File: src/rtl/wm_pkg.sv
// Shared constants, FSM states and decode payload for the watermark APB loader.
package wm_pkg;

   localparam int unsigned AMBA_WORD       = 16;
   localparam int unsigned AMBA_ADDR_DEPTH = 20;
   localparam int unsigned PADDR_W         = AMBA_ADDR_DEPTH + 1;
   localparam int unsigned DATA_DEPTH      = 8;
   localparam int unsigned SIDE_W          = 10;
   localparam int unsigned SQ_W            = 20;
   // Wide enough for PADDR and for np_sq + nw_sq without overflow.
   localparam int unsigned SPAN_W          = 22;
   localparam int unsigned CFG_W           = 18;

   localparam int unsigned ADDR_CTRL   = 0;
   localparam int unsigned ADDR_IWHITE = 1;
   localparam int unsigned ADDR_NP     = 2;
   localparam int unsigned ADDR_NW     = 3;
   localparam int unsigned ADDR_M      = 4;
   localparam int unsigned ADDR_BTHR   = 5;
   localparam int unsigned ADDR_AMIN   = 6;
   localparam int unsigned ADDR_AMAX   = 7;
   localparam int unsigned ADDR_BMIN   = 8;
   localparam int unsigned ADDR_BMAX   = 9;
   localparam int unsigned IMG_BASE    = 10;
   localparam int unsigned MAX_IMG     = 720;

   localparam int unsigned CTRL_START  = 0;
   localparam int unsigned CTRL_CLRERR = 1;

   typedef enum logic {
      ST_IDLE = 1'b0,
      ST_RUN  = 1'b1
   } state_t;

   typedef struct packed {
      logic                       is_ctrl;
      logic                       is_param;
      logic                       is_prim;
      logic                       is_wm;
      logic                       is_oob;
      logic [AMBA_ADDR_DEPTH-1:0] bank_addr;
   } dec_t;

endpackage

File: src/rtl/wm_addr_decode.sv
// Flat address map decode: CTRL, parameter window, primary bank, watermark bank, out of range.
module wm_addr_decode
   import wm_pkg::*;
(
   input  logic [PADDR_W-1:0] i_paddr,
   input  logic [SQ_W-1:0]    i_np_sq,
   input  logic [SQ_W-1:0]    i_nw_sq,
   output dec_t               o_dec
);

   logic [SPAN_W-1:0] w_off;
   logic [SPAN_W-1:0] w_prim_end;
   logic [SPAN_W-1:0] w_img_end;
   logic              w_is_ctrl;
   logic              w_is_img;
   logic              w_in_prim;
   logic              w_in_wm;

   always_comb begin
      w_off      = SPAN_W'(i_paddr) - SPAN_W'(IMG_BASE);
      w_prim_end = SPAN_W'(i_np_sq);
      w_img_end  = SPAN_W'(i_np_sq) + SPAN_W'(i_nw_sq);
      w_is_ctrl  = (i_paddr == PADDR_W'(ADDR_CTRL));
      w_is_img   = (SPAN_W'(i_paddr) >= SPAN_W'(IMG_BASE));
      w_in_prim  = w_is_img && (w_off < w_prim_end);
      w_in_wm    = w_is_img && !w_in_prim && (w_off < w_img_end);
   end

   always_comb begin
      o_dec           = '0;
      o_dec.is_ctrl   = w_is_ctrl;
      o_dec.is_param  = !w_is_img && !w_is_ctrl;
      o_dec.is_prim   = w_in_prim;
      o_dec.is_wm     = w_in_wm;
      o_dec.is_oob    = w_is_img && !w_in_prim && !w_in_wm;
      o_dec.bank_addr = w_in_wm ? AMBA_ADDR_DEPTH'(w_off - w_prim_end)
                                : AMBA_ADDR_DEPTH'(w_off);
   end

endmodule

File: src/rtl/wm_apb_loader.sv
// APB slave loader: parameter registers, image-bank write ports, engine start/busy tracking.
module wm_apb_loader
   import wm_pkg::*;
(
   input  logic                       clk,
   input  logic                       rst,
   input  logic                       PSEL,
   input  logic                       PENABLE,
   input  logic                       PWRITE,
   input  logic [PADDR_W-1:0]         PADDR,
   input  logic [AMBA_WORD-1:0]       PWDATA,
   output logic [AMBA_WORD-1:0]       PRDATA,
   input  logic                       Image_Done,
   output logic [SIDE_W-1:0]          Np,
   output logic [SIDE_W-1:0]          Nw,
   output logic [DATA_DEPTH-1:0]      Iwhite,
   output logic [DATA_DEPTH-1:0]      M,
   output logic [DATA_DEPTH-1:0]      Bthr,
   output logic [DATA_DEPTH-1:0]      Amin,
   output logic [DATA_DEPTH-1:0]      Amax,
   output logic [DATA_DEPTH-1:0]      Bmin,
   output logic [DATA_DEPTH-1:0]      Bmax,
   output logic                       prim_we,
   output logic                       wm_we,
   output logic [AMBA_ADDR_DEPTH-1:0] bank_addr,
   output logic [DATA_DEPTH-1:0]      bank_wdata,
   output logic                       start,
   output logic                       busy
);

   state_t                     r_state, w_next;
   logic [SIDE_W-1:0]          r_np, r_nw;
   logic [SQ_W-1:0]            r_np_sq, r_nw_sq;
   logic [DATA_DEPTH-1:0]      r_iwhite, r_m, r_bthr, r_amin, r_amax, r_bmin, r_bmax;
   logic                       r_prim_we, r_wm_we, r_start, r_busy, r_err;
   logic [AMBA_ADDR_DEPTH-1:0] r_bank_addr;
   logic [DATA_DEPTH-1:0]      r_bank_wdata;

   dec_t w_dec;
   logic w_wr, w_rd, w_busy, w_ld, w_ctrl_wr, w_start_req, w_cfg_ok, w_start;
   logic w_err_set, w_err_clr, w_unused;

   wm_addr_decode u_dec (
      .i_paddr (PADDR),
      .i_np_sq (r_np_sq),
      .i_nw_sq (r_nw_sq),
      .o_dec   (w_dec)
   );

   // Nw*M == Np with M != 0 is the same test as Np%M == 0 && Nw == Np/M.
   always_comb begin
      w_wr        = PSEL && PENABLE && PWRITE;
      w_rd        = PSEL && PENABLE && !PWRITE;
      w_busy      = (r_state == ST_RUN);
      w_ld        = w_wr && !w_busy;
      w_ctrl_wr   = w_wr && w_dec.is_ctrl;
      w_start_req = w_ctrl_wr && PWDATA[CTRL_START] && (r_state == ST_IDLE);
      w_cfg_ok    = (r_m != '0) && ((CFG_W'(r_nw) * CFG_W'(r_m)) == CFG_W'(r_np));
      w_err_set   = (w_start_req && !w_cfg_ok) || (w_ld && w_dec.is_oob);
      w_err_clr   = w_ctrl_wr && PWDATA[CTRL_CLRERR];
      w_unused    = ^PWDATA[AMBA_WORD-1:SIDE_W];
   end

   // Engine FSM; a concurrent Image_Done wins over a start request.
   always_comb begin
      w_next  = r_state;
      w_start = 1'b0;
      case (r_state)
         ST_IDLE: begin
            if (w_start_req && w_cfg_ok && !Image_Done) begin
               w_next  = ST_RUN;
               w_start = 1'b1;
            end
         end
         ST_RUN: begin
            if (Image_Done) w_next = ST_IDLE;
         end
         default: w_next = ST_IDLE;
      endcase
   end

   always_ff @(posedge clk or negedge rst) begin
      if (!rst) begin
         r_state      <= ST_IDLE;
         r_busy       <= 1'b0;
         r_start      <= 1'b0;
         r_err        <= 1'b0;
         r_np         <= '0;
         r_nw         <= '0;
         r_np_sq      <= '0;
         r_nw_sq      <= '0;
         r_iwhite     <= '0;
         r_m          <= '0;
         r_bthr       <= '0;
         r_amin       <= '0;
         r_amax       <= '0;
         r_bmin       <= '0;
         r_bmax       <= '0;
         r_prim_we    <= 1'b0;
         r_wm_we      <= 1'b0;
         r_bank_addr  <= '0;
         r_bank_wdata <= '0;
      end else begin
         r_state   <= w_next;
         r_busy    <= (w_next == ST_RUN);
         r_start   <= w_start;
         r_err     <= w_err_set ? 1'b1 : (w_err_clr ? 1'b0 : r_err);
         r_prim_we <= w_ld && w_dec.is_prim;
         r_wm_we   <= w_ld && w_dec.is_wm;
         if (w_ld && (w_dec.is_prim || w_dec.is_wm)) begin
            r_bank_addr  <= w_dec.bank_addr;
            r_bank_wdata <= PWDATA[DATA_DEPTH-1:0];
         end
         // Side-length writes preload their squares so the next access decodes against them.
         if (w_ld && w_dec.is_param) begin
            case (PADDR[3:0])
               4'(ADDR_IWHITE): r_iwhite <= PWDATA[DATA_DEPTH-1:0];
               4'(ADDR_NP): begin
                  r_np    <= PWDATA[SIDE_W-1:0];
                  r_np_sq <= SQ_W'(PWDATA[SIDE_W-1:0]) * SQ_W'(PWDATA[SIDE_W-1:0]);
               end
               4'(ADDR_NW): begin
                  r_nw    <= PWDATA[SIDE_W-1:0];
                  r_nw_sq <= SQ_W'(PWDATA[SIDE_W-1:0]) * SQ_W'(PWDATA[SIDE_W-1:0]);
               end
               4'(ADDR_M):    r_m    <= PWDATA[DATA_DEPTH-1:0];
               4'(ADDR_BTHR): r_bthr <= PWDATA[DATA_DEPTH-1:0];
               4'(ADDR_AMIN): r_amin <= PWDATA[DATA_DEPTH-1:0];
               4'(ADDR_AMAX): r_amax <= PWDATA[DATA_DEPTH-1:0];
               4'(ADDR_BMIN): r_bmin <= PWDATA[DATA_DEPTH-1:0];
               4'(ADDR_BMAX): r_bmax <= PWDATA[DATA_DEPTH-1:0];
               default: ;
            endcase
         end
      end
   end

   // Read data is combinational within the access cycle.
   always_comb begin
      PRDATA = '0;
      if (w_rd && w_dec.is_ctrl) begin
         PRDATA = AMBA_WORD'({r_err, Image_Done, r_busy});
      end else if (w_rd && w_dec.is_param) begin
         case (PADDR[3:0])
            4'(ADDR_IWHITE): PRDATA = AMBA_WORD'(r_iwhite);
            4'(ADDR_NP):     PRDATA = AMBA_WORD'(r_np);
            4'(ADDR_NW):     PRDATA = AMBA_WORD'(r_nw);
            4'(ADDR_M):      PRDATA = AMBA_WORD'(r_m);
            4'(ADDR_BTHR):   PRDATA = AMBA_WORD'(r_bthr);
            4'(ADDR_AMIN):   PRDATA = AMBA_WORD'(r_amin);
            4'(ADDR_AMAX):   PRDATA = AMBA_WORD'(r_amax);
            4'(ADDR_BMIN):   PRDATA = AMBA_WORD'(r_bmin);
            4'(ADDR_BMAX):   PRDATA = AMBA_WORD'(r_bmax);
            default:         PRDATA = '0;
         endcase
      end
   end

   assign Np         = r_np;
   assign Nw         = r_nw;
   assign Iwhite     = r_iwhite;
   assign M          = r_m;
   assign Bthr       = r_bthr;
   assign Amin       = r_amin;
   assign Amax       = r_amax;
   assign Bmin       = r_bmin;
   assign Bmax       = r_bmax;
   assign prim_we    = r_prim_we;
   assign wm_we      = r_wm_we;
   assign bank_addr  = r_bank_addr;
   assign bank_wdata = r_bank_wdata;
   assign start      = r_start;
   assign busy       = r_busy;

endmodule
File: config.mk
export PLATFORM = sky130hd
export DESIGN_NAME = wm_apb_loader
export DESIGN_NICKNAME = d
export VERILOG_FILES = /design/src/rtl/wm_pkg.sv /design/src/rtl/wm_addr_decode.sv /design/src/rtl/wm_apb_loader.sv
export SDC_FILE = /design/constraint.sdc
export NUM_CORES = 1
export LEC_CHECK = 0
export CAP_MARGIN = 0
export CELL_PAD_IN_SITES_DETAIL_PLACEMENT = 0
export CELL_PAD_IN_SITES_GLOBAL_PLACEMENT = 1
export CORE_ASPECT_RATIO = 1.4
export CORE_UTILIZATION = 40
export CTS_CLUSTER_DIAMETER = 150
export DETAILED_ROUTE_END_ITERATION = 7
export PLACE_DENSITY = 0.82
export SLEW_MARGIN = 20
export SYNTH_ARGS = -nofsm -noshare
export SYNTH_HDL_FRONTEND = slang
export SYNTH_SLANG_ARGS = --single-unit
File: constraint.sdc
create_clock -name clk -period 6.29 [get_ports clk]
set_input_delay 0.629 -clock clk [delete_from_list [all_inputs] [get_ports clk]]
set_output_delay 0.629 -clock clk [all_outputs]
set_load 0.1 [all_outputs]
==> summary by stage, run 1 <==
Yosys
The main flop type after synthesis is sky130_fd_sc_hd__dfrtp_1. By area the synthesized netlist is led by sky130_fd_sc_hd__dfrtp_1, sky130_fd_sc_hd__fa_1, sky130_fd_sc_hd__ha_1, sky130_fd_sc_hd__mux2_2, sky130_fd_sc_hd__inv_1. In this run the biggest area consumer among cell types represents between 20 and 30% of the synthesized area. The number of synthesized flops with an enable pin is 0. By count the netlist is led by sky130_fd_sc_hd__inv_1, sky130_fd_sc_hd__ha_1, sky130_fd_sc_hd__dfrtp_1. The average instance in the mapped netlist occupies between 9 and 10 µm². Summing every instance area after synthesis gives between 0.01 and 0.015 mm². The cell with the most instances after synthesis is sky130_fd_sc_hd__inv_1. The number of different library cells used by synthesis comes to 78. After synthesis, the share of flip-flops with an asynchronous set or reset is between 90% and 100%. The library cell occupying the most area in the post-synthesis netlist is sky130_fd_sc_hd__dfrtp_1. The synthesized instance count is 1,516. The number of warnings reported in the yosys synthesis log is 0. Counting flops and latches in the post-synthesis netlist gives around 150. Summing the sequential cell areas from Yosys gives ~25% of the chip area.

Global route
The number of antenna violations at the first check in global routing is 1. Global routing used a little under a quarter of the available tracks. The total congestion overflow is 0. The pin count of the biggest net entering global routing is 84. The first global-routing pass estimated 64,000 µm of wire. The via count of the first global-routing pass came to approximately 12,000.

Floorplanning
Once the floorplan was initialized, standard cells occupied between 40% and 50% of the core. The overall die width is approximately 160 µm. The area enclosed by the die boundary is 0.0369 mm².

The total area inside the core boundary comes to around 0.036 mm². During I/O placement, the number of pins put on the boundary was around 170. The number of placement rows is 82. The die outline height is ~230 µm.

Min path
The path type of the worst min-delay path is in -> async.

Drt
The remaining routing DRC violations is 0. In the final routed layout, each cell accounts on average for roughly 19 µm. The number of detailed-routing iterations run before antenna repair is 5. The sum of routed wire length over all layers is 40,400 µm. Once detail routing completed, the nets flagged for antenna violations numbered 0. The number of vias per cell after detailed routing is between 5 and 6. For this block, the via count after detailed routing is 11,700.

After the first detailed-routing iteration, the DRC count stood at ~570.

Worst setup path
The worst setup path is launched from a register. The largest single stage delay on the critical path is 0.64 ns. Traced cell by cell, the critical path runs through nand2_1 -> fa_1 -> fa_1 -> fa_1 -> fa_1 -> inv_1 -> ha_1 -> a21o_1 -> a2111oi_0 -> o211ai_1 -> o2bb2ai_1 -> a221o_1 -> or4_1 -> a211o_1. The dominant cell type by count on the critical path is sky130_fd_sc_hd__fa_1. STA classifies the critical path endpoint as a register.

The category of the most critical setup path is reg -> reg. The critical-path cell with the highest stage delay is sky130_fd_sc_hd__dfrtp_1. Along the worst path, the maximum fanout reaches 11.

Among cell families on the critical path, the largest total delay comes from adder cells. The count of buffer and inverter cells on the critical path is 1. The setup slack of the worst register-to-register path is between 0.3 and 0.4 ns.

Data arrives at the worst endpoint at about 6.3 ns. STA puts the critical path data required time at 6.63 ns.

Timing
The minimum clock period is 5.98 ns. After layout, the worst path uses around 95% of the clock period. The number of max-slew violations in the final report is 0. Setup repair after global routing left no endpoint under its margin. The worst hold margin is between 0.15 and 0.2 ns. The largest clock skew in the final design is ~0.014 ns. Setup total negative slack on the finished layout was measured at 0 ns. Across all setup checks in the final design, the least slack found is about 0.3 ns. Setup violations remaining at the end of the flow were counted as 0.

Timing would allow up to between 0.15 and 0.2 GHz. The final hold violation count came to 0. The worst-margin pin slew is 1.05 ns. Measured against its own limit, the worst slew margin works out to 29.5%.

CTS
After clock tree synthesis, the repair step resized 0 gates. Hold repair after CTS inserted 0 buffers. The tree is rooted in a sky130_fd_sc_hd__clkbuf_16.

Counting along the longest clock path gives a buffer depth of 2. The clock-pin transition on the worst setup and hold timing paths is 0.07 ns. TritonCTS created 17 clock buffers. Clock latency on the worst-skew pair, taken at its later pin, is about 0.45 ns. The total number of clock tree sinks is 145. The TritonCTS clock tree is built. The number of buffers added for setup after CTS is 0.

In this run the number of H-tree levels came out at 4.

Cells and area
The multi-input combinational cells in the finished layout cover a total of 0.00994 mm². Cells with a size suffix above 1 make up between 10% and 20% of the layout. The filler cell count in the final layout is about 3,400.

The final design instance area without fill is roughly 0.017 mm². Registers take 0.00363 mm². The final-stage net count is between 1,500 and 2,000. The area growth from synthesis to layout is 19.1%.

Status
The run finished with clean final reports.

Placed design
The routability-driven placement congestion ratio is 0.885. The post-detailed-placement half-perimeter wirelength is roughly 32,000 µm. Input and output buffers added on the ports amount to roughly 150. Summing all placed instances gives a cell area of around 0.017 mm². The post-place setup slack is around 0.15 ns.

Pwr
VDD sags by at most 0.274 mV. The design draws between 3 and 4 mW. The leakage power is just over 8 nW.

The power density normalized to cell area is around 230 mW/mm².

Job
The number of maximum-capacitance violations is 0.
-- registers in the layout (all words and copies together), names as in the netlist --
register    count
Amin            8
M               8
Amax            8
Nw             10
r_np_sq        18
prim_we         1
busy            1
bank_addr      20
r_nw_sq        18
Bmax            8
Bthr            8
Iwhite          8
start           1
Np             10
Bmin            8
bank_wdata      8
wm_we           1
r_err           1
-- logic make-up after synthesis --
group,after synthesis,share of synthesized area (%)
AOI/OAI and AO/OA,232,10.5
xor gates and xnor gates,84,5.09
adders and majority gates,241,25.7
buffers and inverters,227,6.33
DFF,145,25.1
muxes,158,12.0
other,1,0.0259
and+or+nand+nor,428,15.2
-- cells in the final DEF, fill, tap and decap left out, drive strengths merged, types with 6 or more instances in the layout --
cell type	count
o211ai	10
nand4	14
and3	11
and2	67
o21ai	48
mux2i	39
mux2	118
nor2b	13
a221oi	7
xnor2	52
o21a	12
nor2	73
ha	147
a21o	21
or3	12
conb	6
xor2	32
a31oi	13
nand3	22
a21oi	57
fa	94
nand2b	11
clkdlybuf4s50	143
nor4	10
or4	7
clkbuf	17
inv	165
a211oi	11
nor3	30
o31ai	7
buf	61
dfrtp	145
nand2	137
-- report_power, final --
| part | internal [mW] | total [mW] | switching (mW) |
|---|---|---|---|
| Clock | 0.556 | 1.02 | 0.466 |
| Combinational | 0.676 | 1.88 | 1.21 |
| Sequential | 0.991 | 1.02 | 0.0292 |
| Total | 2.22 | 3.92 | 1.70 |
-- worst paths after layout --
kind | startpoint | endpoint | cells after the start
setup reg to reg | Nw[3]$_DFFE_PN0P_ | r_err$_DFFE_PN0P_ | 14
hold / removal | rst | bank_addr[7]$_DFFE_PN0P_ | 1
min in group clk | r_nw_sq[4]$_DFFE_PN0P_ | r_nw_sq[4]$_DFFE_PN0P_ | 2
max in group asynchronous | rst | Nw[8]$_DFFE_PN0P_ | 2
setup / recovery | Nw[3]$_DFFE_PN0P_ | r_err$_DFFE_PN0P_ | 14
hold reg to reg | r_nw_sq[4]$_DFFE_PN0P_ | r_nw_sq[4]$_DFFE_PN0P_ | 2
-- worst register-to-register path, cell delays in order (launching register included) --
cell and delay [ns]:
sky130_fd_sc_hd__dfrtp_1 0.64, sky130_fd_sc_hd__nand2_1 0.15, sky130_fd_sc_hd__fa_1 0.58, sky130_fd_sc_hd__fa_1 0.45, sky130_fd_sc_hd__fa_1 0.53, sky130_fd_sc_hd__fa_1 0.54, sky130_fd_sc_hd__inv_1 0.04, sky130_fd_sc_hd__ha_1 0.36
sky130_fd_sc_hd__a21o_1 0.23, sky130_fd_sc_hd__a2111oi_0 0.61, sky130_fd_sc_hd__o211ai_1 0.28, sky130_fd_sc_hd__o2bb2ai_1 0.20, sky130_fd_sc_hd__a221o_1 0.37, sky130_fd_sc_hd__or4_1 0.57, sky130_fd_sc_hd__a211o_1 0.32
-- layout make-up --
cell class | count | share of cell area [%]
Clock buffer | 17 | 2.47
Sequential cell | 145 | 21.1
Tap cell | 462 | 3.36
Timing Repair Buffer | 204 | 11.1
Multi-Input combinational cell | 1149 | 57.7
Clock inverter | 14 | 0.835
Antenna cell | 1 | 0.0145
Inverter | 158 | 3.44
-- per-layer routing --
layer	track usage, %	up-vias	routed length [µm]
met5	0	-	0
li1	-	5512	-
met3	3.94	74	2220
met2	38.6	357	19600
met4	9.59	0	1370
met1	27.8	5746	17200
-- through the flow --
step                cells  util, %
global placement     2118     46.6
global route         2149     48.2
CTS                  2149     48.2
detailed placement   2118     46.6
finish               2150     48.2
floorplan            1521        -
Power figures use the tool's default switching activity.
==> run 2: changes to the inputs <==
--- a/config.mk
+++ b/config.mk
@@ -12,7 +12,9 @@
 export CORE_UTILIZATION = 40
 export CTS_CLUSTER_DIAMETER = 150
 export DETAILED_ROUTE_END_ITERATION = 7
+export GPL_TIMING_DRIVEN = 1
 export PLACE_DENSITY = 0.82
+export REMOVE_ABC_BUFFERS = 1
 export SLEW_MARGIN = 20
 export SYNTH_ARGS = -nofsm -noshare
 export SYNTH_HDL_FRONTEND = slang
==> run 2 against run 1 <==
Net effect:
- worst setup slack gained 0.13 ns
- count of clock-buffer cells in the layout grew 1
- cell area grew 0.84%
- clock power grew 8%
- first-iteration DRC count grew 27%
- clock skew shrank 0.0025 ns
- worst hold slack gained 0.095 ns
- core utilization grew 0.41 points
- sequential share of layout area shrank 0.18 points
- highest routed layer unchanged
==> summary by stage, run 2 (same netlist as run 1, synthesis figures left out) <==
CTS
The number of gates resized after CTS is 0 (unchanged). The clock latency on the worst-skew pair is 0.44 ns (about the same). The clock root buffer is sky130_fd_sc_hd__clkbuf_16.

The H-tree level count came to 4 (unchanged). The total number of clock tree sinks came to 145 (unchanged). The hold buffer count at CTS is 0 (unchanged). The clock-pin transition on the worst setup and hold timing paths came to 0.07 ns (about the same). The number of buffers added for setup after CTS came to 0 (unchanged). The TritonCTS clock tree is built. The number of buffers added by the clock tree synthesis step is 17 (unchanged). The number of buffers on the longest clock path is 2 (unchanged).

Worst setup path
The setup slack of the worst register-to-register path is 0.44 ns (+0.13 ns). The data required time of the worst path was 6.61 ns (-0.02 ns). The category of the most critical setup path is reg -> reg.

The critical path goes through nand2_1 -> fa_1 -> fa_1 -> fa_1 -> fa_1 -> inv_1 -> ha_1 -> a21o_1 -> a2111oi_0 -> buf_4 -> o211ai_1 -> o2bb2ai_1 -> a221o_1 -> or4_1 -> a211o_1. The endpoint kind of the worst setup timing path is a register. Tracing the worst setup path back leads to its startpoint at Nw[3]$_DFFE_PN0P_. For this design, the slowest cell found on the critical path is sky130_fd_sc_hd__or4_1.

The launching element type of the critical path is a register. The cell that appears most often on the critical path is sky130_fd_sc_hd__fa_1. The arrival time at the worst endpoint is 6.17 ns (-0.15 ns). The largest incremental delay on the critical path is 0.67 ns (+0.03 ns). The largest fanout on the critical path came to 8 (-3).

The reg-to-reg startpoint is Nw[3]$_DFFE_PN0P_.

Cells and area
The final-stage net count came to 1,969 (+0.51%). The fraction of layout cells with a size suffix above 1 is 13.9% (+0.46 points). The final design instance area without fill came to 0.0174 mm² (+0.84%).

The flip-flop count of the largest register, all copies and words added came to 20 (unchanged). The filler cell count in the final layout is 3,378 (unchanged). The commonest non-fill, non-tap cell in the layout is sky130_fd_sc_hd__inv_1.

The number of antenna cells inserted is 0 (-1). The top cell types in the final layout, fill and taps aside, are sky130_fd_sc_hd__inv_1, sky130_fd_sc_hd__ha_1, sky130_fd_sc_hd__dfrtp_1, sky130_fd_sc_hd__clkdlybuf4s50_1, sky130_fd_sc_hd__nand2_1. The area growth from synthesis to layout is 20.1%.

Placed design
The post-place instance area is 0.0167 mm² (+0.60%). The number of port buffers came to 154 (unchanged). The post-detailed-placement half-perimeter wirelength was 34,700 µm (+7.4%). The routability-driven placement congestion ratio came to 0.937 (+5.9%).

Floorplanning
The number of placement rows is 82 (unchanged). The area enclosed by the die boundary is 0.0369 mm² (unchanged). The number of primary I/O pins is 167 (unchanged).

The overall die width is 163 µm (unchanged). The die outline height came to 227 µm (unchanged). The standard cell core area is 0.0357 mm² (unchanged). The starting density of the core came to 40.5% (unchanged).

Timing
The max-slew headroom at the worst pin is 29.6% (+0.098 points). The fmax is 0.171 GHz (+2.3%). The final-report setup violation count came to 0 (unchanged). The number of max-slew violations in the final report is 0 (unchanged). The minimum clock period is 5.85 ns (-0.133 ns).

The largest clock skew in the final design is 0.0120 ns (-0.00250 ns). Setup repair after global routing left no endpoint under its margin. The worst hold margin is 0.273 ns (+0.0945 ns).

The worst-margin pin slew is 1.05 ns (-0.00146 ns). The setup TNS is 0 ns (unchanged). The final period utilization is 93.0% (-2.1 points). The final hold violation count is 0 (unchanged).

Global route
The number of antenna violations at the first check in global routing is 0 (-1). The pin count of the biggest net entering global routing came to 88 (+4.8%). The total congestion overflow is 0 (unchanged). The via count of the first global-routing pass came to 12,400 (+3.8%).

The global-route usage over all layers is 23.7% (+1.2 points). The global-route wire length before repair is 66,800 µm (+4.5%).

Pwr
The power share of the combinational group is 47.6% (-0.4 points). The sequential group share of total power is 25.3% (-0.7 points). The worst vdd rail ir drop is 0.236 mV (-14%). The internal portion of total power is 2.36 mW (+6.3%). The power density normalized to cell area is 233 mW/mm² (+2.2%). The leakage power is 8.19 nW (+1.0%).

The relative contribution of the clock network to total power was 27.1% (+1.0 points). The switching power of the nets is 1.68 mW (-1.3%). The share of total power consumed by net switching is 41.5% (-1.8 points).

Drt
The post-route antenna net violation count came to 0 (unchanged). The detailed-route via count came to 12,000 (+2.6%). The number of detailed-routing iterations run before antenna repair was 5 (unchanged). The mean routed wirelength per cell is 19.8 µm (+5.4%). The number of vias per cell after detailed routing was 5.56 (+2.2%). The sum of routed wire length over all layers is 42,700 µm (+5.7%).

The remaining routing DRC violations is 0 (unchanged). The number of DRC markers after the initial detailed-route iteration is 729 (+27%).

Job
The number of maximum-capacitance violations was 0 (unchanged).

Status
The run finished with clean final reports.

Min path
The path type of the worst min-delay path is in -> async.
==> run 2: cell types whose count changed in the layout (fill, tap and decap cells not counted), sizes merged <==
cell / previous run / this run
buf: 61 / 71
bufinv: 1 / 4
clkbuf: 17 / 18
clkinv: 4 / 6
clkinvlp: 2 / 1
diode: 1 / 0
inv: 165 / 159
==> run 2: final cells by class <==
class / instances / area, µm² / share of cell area (%)
inverters: 158 / 593 / 3.41
clock inverters: 12 / 181 / 1.04
multi-input cells: 1149 / 9940 / 57.2
well taps: 462 / 578 / 3.33
flip-flops and latches: 145 / 3630 / 20.9
repair buffers: 214 / 2010 / 11.5
clock buffers: 18 / 439 / 2.53
==> run 2: per-stage QoR <==
stage                     cells  setup slack, ns  power, mW  util, %
after floorplan            1452          -0.0726       2.46        -
after global placement     2128            0.214       2.94     46.9
after detailed placement   2128            0.154       2.97     46.9
after CTS                  2158            0.484       4.09     48.7
after global routing       2158            0.286       4.30     48.7
final                      2158            0.442       4.04     48.7
==> run 2: layer usage <==
layer / routed length, µm / GRT usage (%)
met2: 23100 / 45.7
met1: 16000 / 25.7
met3: 1810 / 2.68
met4: 1800 / 10.7
met5: 0 / 0
==> run 2: path summary, 6_finish.rpt <==
path,endpoint,cells past startpoint
max in group asynchronous,M[2]$_DFFE_PN0P_,2
worst min-delay path,bank_addr[16]$_DFFE_PN0P_,1
worst min register to register,r_nw_sq[2]$_DFFE_PN0P_,2
min in group clk,r_nw_sq[2]$_DFFE_PN0P_,2
worst max register to register,r_err$_DFFE_PN0P_,15
worst max-delay path,r_err$_DFFE_PN0P_,15
==> run 2: power by group through the flow <==
stage	clock network, mW	logic, mW	registers [mW]
6_report	1.10	1.92	1.02
4_1_cts	1.11	1.95	1.02
5_1_grt	1.15	2.13	1.03
3_3_place_gp	0	1.90	1.04
2_1_floorplan	0	0.992	1.47
3_5_place_dp	0	1.93	1.04
==> run 2: worst max-delay path: cells and delay by family (launching register included) <==
| kind | cells | cell delay (ns) |
|---|---|---|
| compound gates | 6 | 1.75 |
| buf+inv | 2 | 0.24 |
| flops | 1 | 0.56 |
| fa+ha+maj | 5 | 2.38 |
| simple gates | 2 | 0.81 |
==> run 3: changes to the inputs <==
--- a/config.mk
+++ b/config.mk
@@ -9,11 +9,11 @@
 export CELL_PAD_IN_SITES_DETAIL_PLACEMENT = 0
 export CELL_PAD_IN_SITES_GLOBAL_PLACEMENT = 1
 export CORE_ASPECT_RATIO = 1.4
-export CORE_UTILIZATION = 40
+export CORE_UTILIZATION = 45
 export CTS_CLUSTER_DIAMETER = 150
 export DETAILED_ROUTE_END_ITERATION = 7
 export GPL_TIMING_DRIVEN = 1
-export PLACE_DENSITY = 0.82
+export PLACE_DENSITY = 0.9
 export REMOVE_ABC_BUFFERS = 1
 export SLEW_MARGIN = 20
 export SYNTH_ARGS = -nofsm -noshare
==> run 3 against run 2 <==
Net effect:
- global-route usage increased by 2.5 points
- sequential share of layout area is 0.35 points higher
- sequential power hardly changed
- routed wire length fell by 2.3%
- total power decreased by 4.2%
- cell area shrank 1.6%
- highest routed layer is now met5
==> summary by stage, run 3 (same netlist as run 1, synthesis figures left out) <==
Timing
The largest clock skew in the final design is 0.00924 ns (-0.00272 ns). Setup repair after global routing left no endpoint under its margin. The number of max-slew violations in the final report is 0 (unchanged). The minimum clock period was 6.08 ns (+0.231 ns).

The max-slew headroom at the worst pin is 28.9% (-0.73 points). The final-report setup violation count is 0 (unchanged). The fmax is 0.165 GHz (-3.8%).

The worst-margin pin slew is 1.06 ns (+0.0110 ns). The final period utilization is 96.6% (+3.7 points). The final hold violation count came to 0 (unchanged). The setup slack of the critical path after layout was 0.211 ns (-0.231 ns).

Worst setup path
In this design, the critical path's most frequently occurring cell is sky130_fd_sc_hd__fa_1. The largest fanout on the critical path is 8 (unchanged). The worst setup path is captured at a register. The dominant delay contributor by cell family on the critical path is adder cells.

The count of buffer and inverter cells on the critical path is 2 (unchanged). The critical-path cell with the highest stage delay is sky130_fd_sc_hd__or4_1. The arrival time at the worst endpoint is 6.40 ns (+0.23 ns). The worst setup path is launched from a register. The category of the most critical setup path is reg -> reg. The data required time of the worst path is 6.61 ns (about the same). The critical path goes through buf_4 -> nand2_1 -> fa_1 -> fa_1 -> fa_1 -> fa_1 -> inv_1 -> ha_1 -> a2111oi_0 -> o211ai_1 -> o2bb2ai_1 -> a221o_1 -> or4_1 -> a211o_1. The largest incremental delay on the critical path is 0.68 ns (about the same).

Pwr
The internal portion of total power is 2.21 mW (-6.5%). The share of total power consumed by net switching is 42.9% (+1.4 points). The worst vdd rail ir drop was 0.378 mV (+60%). The switching power of the nets is 1.66 mW (-0.95%). The leakage power was 8.07 nW (-1.4%).

The power density normalized to cell area is 227 mW/mm² (-2.6%). The power share of the combinational group is 49.3% (+1.7 points). The sequential group share of total power is 26.4% (+1.1 points). The relative contribution of the clock network to total power came to 24.3% (-2.8 points).

Cells and area
The fraction of layout cells with a size suffix above 1 is 13.1% (-0.78 points). The flip-flop count of the largest register, all copies and words added is 20 (unchanged). Leaving out fill and tap cells, the most frequent cell in the layout is sky130_fd_sc_hd__inv_1. The number of antenna cells inserted is 0 (unchanged).

The final non-filler cell total is 2,078 (-3.7%). The final-stage net count is 1,956 (-0.66%). Leaving out fill and tap cells, the most frequent cells in the layout are sky130_fd_sc_hd__inv_1, sky130_fd_sc_hd__ha_1, sky130_fd_sc_hd__dfrtp_1, sky130_fd_sc_hd__clkdlybuf4s50_1, sky130_fd_sc_hd__nand2_1. The area added between synthesis and finish is 18.2%.

Global route
The global-route usage over all layers is 26.2% (+2.5 points). The number of antenna violations at the first check in global routing is 2 (+2). The global-route wire length before repair is 66,600 µm (-0.34%). The highest-utilization routing layer at the global route stage is met2. The met2 layer usage reported by global route is 49.5% (+3.8 points). The pin count of the biggest net entering global routing came to 94 (+6.8%). The global routing met1 resource utilization is 29.0% (+3.3 points).

The via count of the first global-routing pass is 12,500 (+0.44%). The total congestion overflow came to 0 (unchanged). The met3 usage in global routing is 3.03% (+0.35 points).

Drt
The number of DRC markers after the initial detailed-route iteration is 607 (-17%). The number of vias per cell after detailed routing is 5.74 (+3.3%). The sum of routed wire length over all layers is 41,700 µm (-2.3%). The number of detailed-routing iterations run before antenna repair came to 5 (unchanged).

The post-route antenna net violation count is 0 (unchanged). The remaining routing DRC violations is 0 (unchanged). The detailed-route via count came to 11,900 (-0.56%).

The mean routed wirelength per cell is 20.1 µm (+1.5%).

CTS
TritonCTS built the clock tree. The H-tree level count was 4 (unchanged). The number of buffers on the longest clock path is 2 (unchanged). The clock root buffer is sky130_fd_sc_hd__clkbuf_16. The clock-pin transition on the worst setup and hold timing paths was 0.06 ns (about the same). The number of buffers added by the clock tree synthesis step was 17 (unchanged). The clock latency on the worst-skew pair was 0.44 ns (about the same).

The total number of clock tree sinks came to 145 (unchanged). The hold buffer count at CTS was 0 (unchanged). The number of buffers added for setup after CTS is 0 (unchanged).

The number of gates resized after CTS is 0 (unchanged).

Floorplanning
The die outline height was 214 µm (-5.7%). The number of primary I/O pins came to 167 (unchanged). The standard cell core area was 0.0316 mm² (-11%). The starting density of the core is 45.8% (+5.3 points).

The number of placement rows was 77 (-6.1%). The overall die width came to 153 µm (-5.6%). The area enclosed by the die boundary came to 0.0329 mm² (-11%).

Placed design
The post-detailed-placement half-perimeter wirelength came to 33,500 µm (-3.4%). The post-place setup slack is 0.120 ns (-0.0339 ns). The routability-driven placement congestion ratio is 0.944 (+0.75%). The number of port buffers is 154 (unchanged). The number of placed cells counting well taps is 2,048 (-3.8%).

Status
The run finished with clean final reports.

Job
The number of maximum-capacitance violations is 0 (unchanged).

Min path
The path type of the worst min-delay path is in -> async.
run 3: cell types whose count changed in the layout (fill, tap and decap cells not counted), sizes merged:
cell,delta
bufinv,-4
buf,-13
clkinvlp,+1
inv,-1
clkbuf,+4
run 3: through the flow:
| stage | total power [mW] | hold slack [ns] | utilization [%] | area, µm² | TNS, ns |
|---|---|---|---|---|---|
| after global routing | 4.12 | 0.360 | 54.1 | 17100 | 0 |
| after floorplan | 2.46 | 0.333 | - | 14200 | -1.23 |
| after CTS | 3.91 | 0.304 | 54.1 | 17100 | 0 |
| final | 3.87 | 0.276 | 54.1 | 17100 | 0 |
| after detailed placement | 2.95 | 0.482 | 52.4 | 16600 | 0 |
| after global placement | 2.91 | 0.476 | 52.4 | 16600 | 0 |
run 3: metal layers:
metal	up-vias	share of wire (%)
met5	-	0.062
met4	4	4.0
met3	100	4.0
met2	347	54
met1	5974	38
li1	5503	-
run 3: layout make-up:
cell class	count	area, µm²
sequential	145	3630
clock buffer	22	474
tap	395	494
fill	2886	14500
clock inverter	8	56.3
multi-input combinational	1149	9940
inverter	158	593
timing repair buffer	201	1900
run 3: path summary, 6_finish.rpt:
check / to / cells after the start / slack (ns) / start
max in group asynchronous: Nw[4]$_DFFE_PN0P_ / 2 / 4.77 / rst
setup reg to reg: r_err$_DFFE_PN0P_ / 14 / 0.21 / M[3]$_DFFE_PN0P_
setup / recovery: r_err$_DFFE_PN0P_ / 14 / 0.21 / M[3]$_DFFE_PN0P_
hold reg to reg: r_nw_sq[15]$_DFFE_PN0P_ / 2 / 0.50 / r_nw_sq[15]$_DFFE_PN0P_
min in group clk: r_nw_sq[15]$_DFFE_PN0P_ / 2 / 0.50 / r_nw_sq[15]$_DFFE_PN0P_
hold / removal: bank_addr[14]$_DFFE_PN0P_ / 1 / 0.28 / rst
run 3: power by group through the flow:
stage	sequential (mW)	combinational, mW	clock (mW)
4_1_cts	1.02	1.93	0.958
5_1_grt	1.03	2.09	0.992
3_3_place_gp	1.04	1.88	0
6_report	1.02	1.91	0.943
2_1_floorplan	1.47	0.992	0
3_5_place_dp	1.04	1.91	0
run 3: worst register-to-register path: cells and delay by family, from the launching register on:
kind | cells | cell delay [ns]
compound gates | 5 | 1.86
fa+ha+maj | 5 | 2.44
buf+inv | 2 | 0.28
flops | 1 | 0.62
simple gates | 2 | 0.76
